<file path="config.mk">
export PLATFORM = sky130hd
export DESIGN_NAME = enemy_chaser
export DESIGN_NICKNAME = d
export VERILOG_FILES = /design/src/rtl/enemy_chaser.sv
export SDC_FILE = /design/constraint.sdc
export NUM_CORES = 1
export LEC_CHECK = 0
export ABC_AREA = 1
export CORE_ASPECT_RATIO = 0.5
export CORE_UTILIZATION = 40
export DETAILED_ROUTE_END_ITERATION = 12
export PLACE_DENSITY = 0.6
export SLEW_MARGIN = 40
export SYNTH_ARGS = -nofsm -noshare
export SYNTH_HDL_FRONTEND = slang
export SYNTH_SLANG_ARGS = --single-unit
</file>
<file path="constraint.sdc">
create_clock -name clk -period 8.21 [get_ports clk]
set_clock_uncertainty 0.15 [all_clocks]
set_input_delay 1.642 -clock clk [delete_from_list [all_inputs] [get_ports clk]]
set_output_delay 1.642 -clock clk [all_outputs]
set_load 0.02 [all_outputs]
</file>
<file path="src/rtl/enemy_chaser.sv">
// Hostile NPC: chases the player, strikes on contact, takes directional hits, dies and respawns.
// Latency: every output is registered; a player input change is visible one cycle later.
// Backpressure: none; the player's position and animation code are sampled on every cycle.
module enemy_chaser #(
  parameter int SPAWN_H      = 300,
  parameter int SPAWN_V      = 110,
  parameter int MAX_HP       = 3,
  parameter int MOVE_DIV     = 4,
  parameter int CONTACT      = 12,
  parameter int ATTACK_RANGE = 24,
  parameter int INVULN       = 100,
  parameter int RESPAWN      = 250
) (
  input  logic       clk,
  input  logic       rst,
  input  logic [3:0] stage,
  input  logic [9:0] player_pos_h,
  input  logic [9:0] player_pos_v,
  input  logic [3:0] player_state,
  output logic [9:0] pos_h,
  output logic [9:0] pos_v,
  output logic [1:0] state,
  output logic [3:0] hp,
  output logic       is_attacked,
  output logic [7:0] kills
);

  typedef enum logic [1:0] {
    ST_IDLE  = 2'd0,
    ST_CHASE = 2'd1,
    ST_HURT  = 2'd2,
    ST_DEAD  = 2'd3
  } state_t;

  // Timer is shared by HURT and DEAD; 16 bits covers any sensible duration.
  localparam int TW  = 16;
  localparam int MCW = (MOVE_DIV > 1) ? $clog2(MOVE_DIV) : 1;

  localparam logic [9:0]     SPAWN_H_L  = 10'(SPAWN_H);
  localparam logic [9:0]     SPAWN_V_L  = 10'(SPAWN_V);
  localparam logic [3:0]     HP_INIT    = 4'(MAX_HP);
  localparam logic [10:0]    CONTACT_L  = 11'(CONTACT);
  localparam logic [10:0]    RANGE_L    = 11'(ATTACK_RANGE);
  localparam logic [TW-1:0]  INVULN_LD  = TW'(INVULN - 1);
  localparam logic [TW-1:0]  RESPAWN_LD = TW'(RESPAWN - 1);
  localparam logic [MCW-1:0] MC_LAST    = MCW'(MOVE_DIV - 1);

  // Animation codes of the four directional attacks.
  localparam logic [3:0] ATK_FRONT = 4'hA;
  localparam logic [3:0] ATK_BACK  = 4'hB;
  localparam logic [3:0] ATK_LEFT  = 4'hC;
  localparam logic [3:0] ATK_RIGHT = 4'hD;

  // Registered state
  state_t         state_q, state_d;
  logic [9:0]     pos_h_q, pos_h_d;
  logic [9:0]     pos_v_q, pos_v_d;
  logic [3:0]     hp_q, hp_d;
  logic           is_att_q, is_att_d;
  logic [7:0]     kills_q, kills_d;
  logic [TW-1:0]  timer_q, timer_d;
  logic [MCW-1:0] mcnt_q, mcnt_d;

  // Geometry: 11-bit two's complement deltas (bit 10 is the sign) and magnitudes
  logic [10:0] dx, dy;
  logic [10:0] adx, ady;
  logic        contact;
  logic        non_play;
  logic        atk_hit;
  logic        hit;
  logic [9:0]  step_h, step_v;

  // Signed deltas between enemy and player, their magnitudes and the contact box test
  always_comb begin
    dx      = {1'b0, pos_h_q} - {1'b0, player_pos_h};
    dy      = {1'b0, pos_v_q} - {1'b0, player_pos_v};
    adx     = dx[10] ? (~dx + 11'd1) : dx;
    ady     = dy[10] ? (~dy + 11'd1) : dy;
    contact = (adx <= CONTACT_L) && (ady <= CONTACT_L);
  end

  // Stages 0, E and F are menus/transitions where the enemy is parked at spawn
  always_comb begin
    non_play = (stage == 4'h0) || (stage == 4'hE) || (stage == 4'hF);
  end

  // Directional attack decode: enemy must sit in front of the player's facing, within reach,
  // and laterally inside the contact half-width
  always_comb begin
    atk_hit = 1'b0;
    case (player_state)
      // Facing down (toward -v): enemy below the player
      ATK_FRONT: atk_hit = dy[10] && (ady <= RANGE_L) && (adx <= CONTACT_L);
      // Facing up (toward +v): enemy above the player
      ATK_BACK:  atk_hit = !dy[10] && (dy != 11'd0) && (ady <= RANGE_L) && (adx <= CONTACT_L);
      // Facing left (toward +h): enemy to the player's left
      ATK_LEFT:  atk_hit = !dx[10] && (dx != 11'd0) && (adx <= RANGE_L) && (ady <= CONTACT_L);
      // Facing right (toward -h): enemy to the player's right
      ATK_RIGHT: atk_hit = dx[10] && (adx <= RANGE_L) && (ady <= CONTACT_L);
      default:   atk_hit = 1'b0;
    endcase
    hit = (state_q == ST_CHASE) && atk_hit;
  end

  // One-pixel step toward the player on the dominant axis; ties resolve horizontally.
  // The step always heads toward an in-range coordinate, so it cannot wrap.
  always_comb begin
    step_h = pos_h_q;
    step_v = pos_v_q;
    if (adx >= ady) begin
      if (dx[10]) begin
        step_h = pos_h_q + 10'd1;
      end else if (dx != 11'd0) begin
        step_h = pos_h_q - 10'd1;
      end
    end else begin
      if (dy[10]) begin
        step_v = pos_v_q + 10'd1;
      end else begin
        step_v = pos_v_q - 10'd1;
      end
    end
  end

  // Next-state logic: non-play override first, then the per-state behaviour
  always_comb begin
    state_d = state_q;
    pos_h_d = pos_h_q;
    pos_v_d = pos_v_q;
    hp_d    = hp_q;
    kills_d = kills_q;
    timer_d = timer_q;
    mcnt_d  = '0;

    if (non_play) begin
      state_d = ST_IDLE;
      pos_h_d = SPAWN_H_L;
      pos_v_d = SPAWN_V_L;
      hp_d    = HP_INIT;
      timer_d = '0;
      // Stage F keeps the tally visible (end screen); 0 and E start a fresh game
      kills_d = (stage == 4'hF) ? kills_q : 8'd0;
    end else begin
      case (state_q)
        ST_IDLE: begin
          state_d = ST_CHASE;
        end

        ST_CHASE: begin
          if (hit) begin
            // A hit wins over movement; the counter restarts on re-entry to CHASE
            hp_d = hp_q - 4'd1;
            if (hp_q == 4'd1) begin
              state_d = ST_DEAD;
              timer_d = RESPAWN_LD;
              kills_d = (kills_q == 8'hFF) ? kills_q : kills_q + 8'd1;
            end else begin
              state_d = ST_HURT;
              timer_d = INVULN_LD;
            end
          end else begin
            if ((mcnt_q == '0) && !contact) begin
              pos_h_d = step_h;
              pos_v_d = step_v;
            end
            mcnt_d = (mcnt_q == MC_LAST) ? '0 : mcnt_q + MCW'(1);
          end
        end

        ST_HURT: begin
          if (timer_q == '0) begin
            state_d = ST_CHASE;
          end else begin
            timer_d = timer_q - TW'(1);
          end
        end

        ST_DEAD: begin
          if (timer_q == '0) begin
            state_d = ST_CHASE;
            pos_h_d = SPAWN_H_L;
            pos_v_d = SPAWN_V_L;
            hp_d    = HP_INIT;
          end else begin
            timer_d = timer_q - TW'(1);
          end
        end

        default: begin
          state_d = ST_IDLE;
        end
      endcase
    end

    // Strike only while chasing next cycle; contact is judged on the current positions
    is_att_d = (state_d == ST_CHASE) && contact;
  end

  // State registers with synchronous reset to the parked spawn condition
  always_ff @(posedge clk) begin
    if (rst) begin
      state_q  <= ST_IDLE;
      pos_h_q  <= SPAWN_H_L;
      pos_v_q  <= SPAWN_V_L;
      hp_q     <= HP_INIT;
      is_att_q <= 1'b0;
      kills_q  <= 8'd0;
      timer_q  <= '0;
      mcnt_q   <= '0;
    end else begin
      state_q  <= state_d;
      pos_h_q  <= pos_h_d;
      pos_v_q  <= pos_v_d;
      hp_q     <= hp_d;
      is_att_q <= is_att_d;
      kills_q  <= kills_d;
      timer_q  <= timer_d;
      mcnt_q   <= mcnt_d;
    end
  end

  assign pos_h       = pos_h_q;
  assign pos_v       = pos_v_q;
  assign state       = state_q;
  assign hp          = hp_q;
  assign is_attacked = is_att_q;
  assign kills       = kills_q;

endmodule

</file>
==> Flow_metrics.wiki <==
{| class="wikitable"
! Metric !! Value
|-
| Critical path capture point type || register
|-
| Synthesis-to-layout area growth || 15.18%
|-
| Total CTS buffers || 5
|-
| Final count of negative-setup-slack endpoints || 0
|-
| Overall fraction of global-route tracks in use || 20.21%
|-
| Period utilisation layout || ~73%
|-
| Cell count of the worst reg-to-reg path || 22
|-
| Met1 layer wirelength in the final routing || roughly 8.6 mm
|-
| R2R Setup Slk || 3.40 ns
|-
| Number of antenna violations at the first check in global routing || 0
|-
| Critical path data arrival time || 6.06 ns
|-
| Slew Limit Headroom || 58.57%
|-
| Unrepaired setup endpoints after global routing || false
|-
| First-pass GRT wire length || 25.71 mm
|-
| Gpl congestion || 0.8930
|-
| Average cell area after synthesis || 6.002 um^2
|-
| Seq cells post-synth || 53
|-
| Resized Gates After CTS || 0
|-
| WL per Instance || 12.28 um
|-
| Total power per unit cell area || 282.5 mW/mm^2
|-
| Final core utilization || 47.91%
|-
| Sequential fraction of the synthesis area || between 10% and 20%
|-
| DRC violation total after the first TritonRoute iteration || between 300 and 400
|-
| Worst-path cell chain || clkdlybuf4s50_1 -> ha_1 -> fa_1 -> inv_1 -> nand3_1 -> nand2_1 -> nand2_1 -> nand2_1 -> nand3_1 -> nor2_1 -> nand3_1 -> nand2_1 -> nand2_1 -> nand2_1 -> inv_1 -> ha_1 -> nand2_1 -> o41ai_1 -> a21oi_1 -> o21ai_1 -> nand3b_1 -> nor2_4 -> nor2_1 -> nor2_1
|-
| Highest layer used for signal routing || met4
|-
| Source of the worst register-to-register timing path || pos_h[0]$_SDFFE_PP0P_
|-
| Clock root buffer || clkbuf_16
|-
| Total of warnings raised by yosys || 0
|-
| Pleak || ~3.7 nW
|-
| Largest voltage drop on the vdd net || 0.0001022 V
|-
| Worst min-delay path category || register to register
|-
| Worst Path Class, Setup || primary input to register
|-
| CP delay by family, top || simple AND/OR/NAND/NOR gates
|-
| Critical Path Start || player_pos_v[0]
|-
| Crit path buf inv count || 3
|-
| Delay of the slowest cell on the worst path || 0.53 ns
|-
| Die Y || 89.31 um
|-
| Clock insertion delay at the later pin of the skew report || roughly 0.3 ns
|-
| Pin count of the biggest net entering global routing || 31
|-
| Fmax achieved || ~170 MHz
|-
| Most used cell, CP || nand2_1
|-
| Worst hold slack || 0.3047 ns
|-
| Placeable core region || 0.01466 mm^2
|-
| Post-route insts no fill || around 1,300
|-
| Power, Total || 0.001985 W
|-
| Critical path depth in cells || 24
|-
| H-tree levels || 2
|-
| Cell area after synthesis || 0.006098 mm^2
|-
| First-pass iteration count of the detailed router || 5
|-
| Top library cells by usage in the layout, fill and taps aside || 283 x nand2_1, 149 x inv_1, 124 x nor2_1
|-
| Die area || 0.01577 mm^2
|-
| Most common library cell in the layout ignoring fill and taps || nand2_1
|-
| Total placed cells including tap cells || 1,263
|-
| Clock tree sinks || 53
|-
| Top FF cell, synth || dfxtp_1
|-
| Share of post-route cells with drive strength above 1 || slightly below 8%
|-
| # diodes || 0
|-
| Endpoint of the most critical setup path || pos_h[9]$_SDFFE_PP0P_
|-
| Clock tree from TritonCTS || yes
|-
| Final Critical Period || 5.981 ns
|-
| Hold Buf Count CTS || 0
|-
| Number of top-level pins || 65
|-
| Final Hold Vio Count || 0
|-
| Leftover overflow at the end of global routing || 0
|-
| Number of synthesized flops with an enable pin || 0
|-
| Vias post-DR || 6,241
|-
| Mapped Nets || ~1,100
|-
| Die boundary width || 176.6 um
|-
| Required time at the worst-slack endpoint || between 8 and 9 ns
|-
| Antenna violation net count after detailed routing || 0
|-
| Status || finished clean
|-
| Synth async-reset ratio || 0%
|-
| Worst-path clk slew || 0.07 ns
|-
| Top fanout value on the critical path || 10
|-
| Aggregate routed wire length || 15.61 mm
|-
| Number of instances in the synthesized netlist || 1,016
|-
| Initial cell density of the core || between 40% and 50%
|-
| Hold path startpoint || mcnt_q[0]$_SDFF_PP0_
|-
| Startpoint Class || primary input
|-
| Synth unique cells || 50
|-
| Post-route DRC || 0
|-
| Maximum count of clock buffers along a single path || 2
|-
| Crit-path slowest cell || o21ai_1
|-
| Via count of the first global-routing pass || 5,332
|-
| Layout Nets || between 1,000 and 1,500
|-
| Vias per cell || 4.910
|-
| Count of port buffers added during placement || 64
|-
| Transition time at the pin with the least slew margin || around 0.6 ns
|-
| Max-cap viol count || 0
|-
| Final sum of negative setup slack || 0 ns
|-
| End of the worst register-to-register path || pos_h[9]$_SDFFE_PP0P_
|-
| WL met3 || slightly below 700 um
|-
| Setup bufs post-CTS || 0
|-
| Final-report max-slew violation count || 0
|-
| Number of rows in the core area || 31
|-
| Final HPWL from detailed placement || approximately 13 mm
|-
| Routed length on met2 || roughly 6.2 mm
|}
==> where the power goes <==
part	switching (W)	total [W]	internal, W
sequential	0.0000440	0.000330	0.000286
clock	0.0000996	0.000213	0.000114
combinational	0.000908	0.00144	0.000534
==> cell type report <==
type                    count  area, um^2
multi-input cells         786        4310
well taps                 198       247.7
repair buffers             66       655.6
clock buffers               5       125.1
fillers                  1540        7637
clock inverters             3       21.27
flip-flops and latches     53        1061
inverters                 160       603.1
==> layer usage <==
metal | GRT usage (%) | up-vias
li1 | - | 3358
met1 | 31.38 | 2770
met2 | 29.55 | 104
met3 | 2.466 | 9
met4 | 3.448 | 0
met5 | 0 | -
==> kinds of logic after synthesis <==
kind of cell / synth area share (%)
buf+inv: 12.06
fa+ha+maj: 12.80
flops: 17.40
xor+xnor: 3.570
simple gates: 44.15
compound gates: 10.01
==> worst register-to-register path, stage by stage, from the launching register on <==
cell and delay [ns]:
dfxtp_1 0.47, inv_1 0.19, ha_1 0.22, inv_1 0.10
fa_1 0.45, inv_1 0.09, ha_1 0.16, inv_1 0.04
nor2_1 0.18, nand3_1 0.13, nor2_2 0.16, nand3_1 0.12
nand3_1 0.11, nand2_1 0.08, ha_1 0.31, nand2_1 0.08
o41ai_1 0.38, a21oi_1 0.16, o21ai_1 0.53, nand3b_1 0.21
nor2_4 0.26, nor2_1 0.07, nor2_1 0.10
==> cells in the mapped netlist, types with 7 or more instances <==
library cell    n  share of area [%]
nand4_1        22                2.3
o21ai_0        24                2.0
dfxtp_1        53                 17
a21oi_1        42                3.4
ha_1           56                 11
xnor2_1         8                1.1
inv_1         149                9.2
inv_2           9               0.55
xor2_1         15                2.2
nand3_2         7                1.1
o21bai_1        7               0.86
nand3_1        99                8.1
nor3_1         13                1.1
nand2_2        25                2.6
a21oi_2        10                1.4
nor2_1        125                7.7
nand2_1       283                 17
==> per-stage QoR <==
stage          setup slack [ns]  cell area [um^2]
2_1_floorplan             3.111              6098
3_3_place_gp              1.997              6872
3_5_place_dp              2.012              6878
4_1_cts                   2.310              7024
5_1_grt                   1.892              7024
6_report                  2.229              7024
==> worst min-delay path by stage <==
| stage | to | slack, ns | cells past startpoint |
|---|---|---|---|
| finish | mcnt_q[0]$_SDFF_PP0_ | 0.30 | 1 |
| global route | mcnt_q[0]$_SDFF_PP0_ | 0.32 | 1 |
| CTS | mcnt_q[0]$_SDFF_PP0_ | 0.31 | 1 |
| global placement | mcnt_q[0]$_SDFF_PP0_ | 0.29 | 1 |
| floorplan | mcnt_q[0]$_SDFF_PP0_ | 0.27 | 1 |
| detailed placement | mcnt_q[0]$_SDFF_PP0_ | 0.30 | 1 |
==> state kept, by name, indices dropped and copies added (netlist names) <==
name and flops:
pos_h 10, kills 8, timer_q 16, state 2
mcnt_q 2, hp 4, pos_v 10, is_attacked 1
Power figures use the tool's default switching activity.
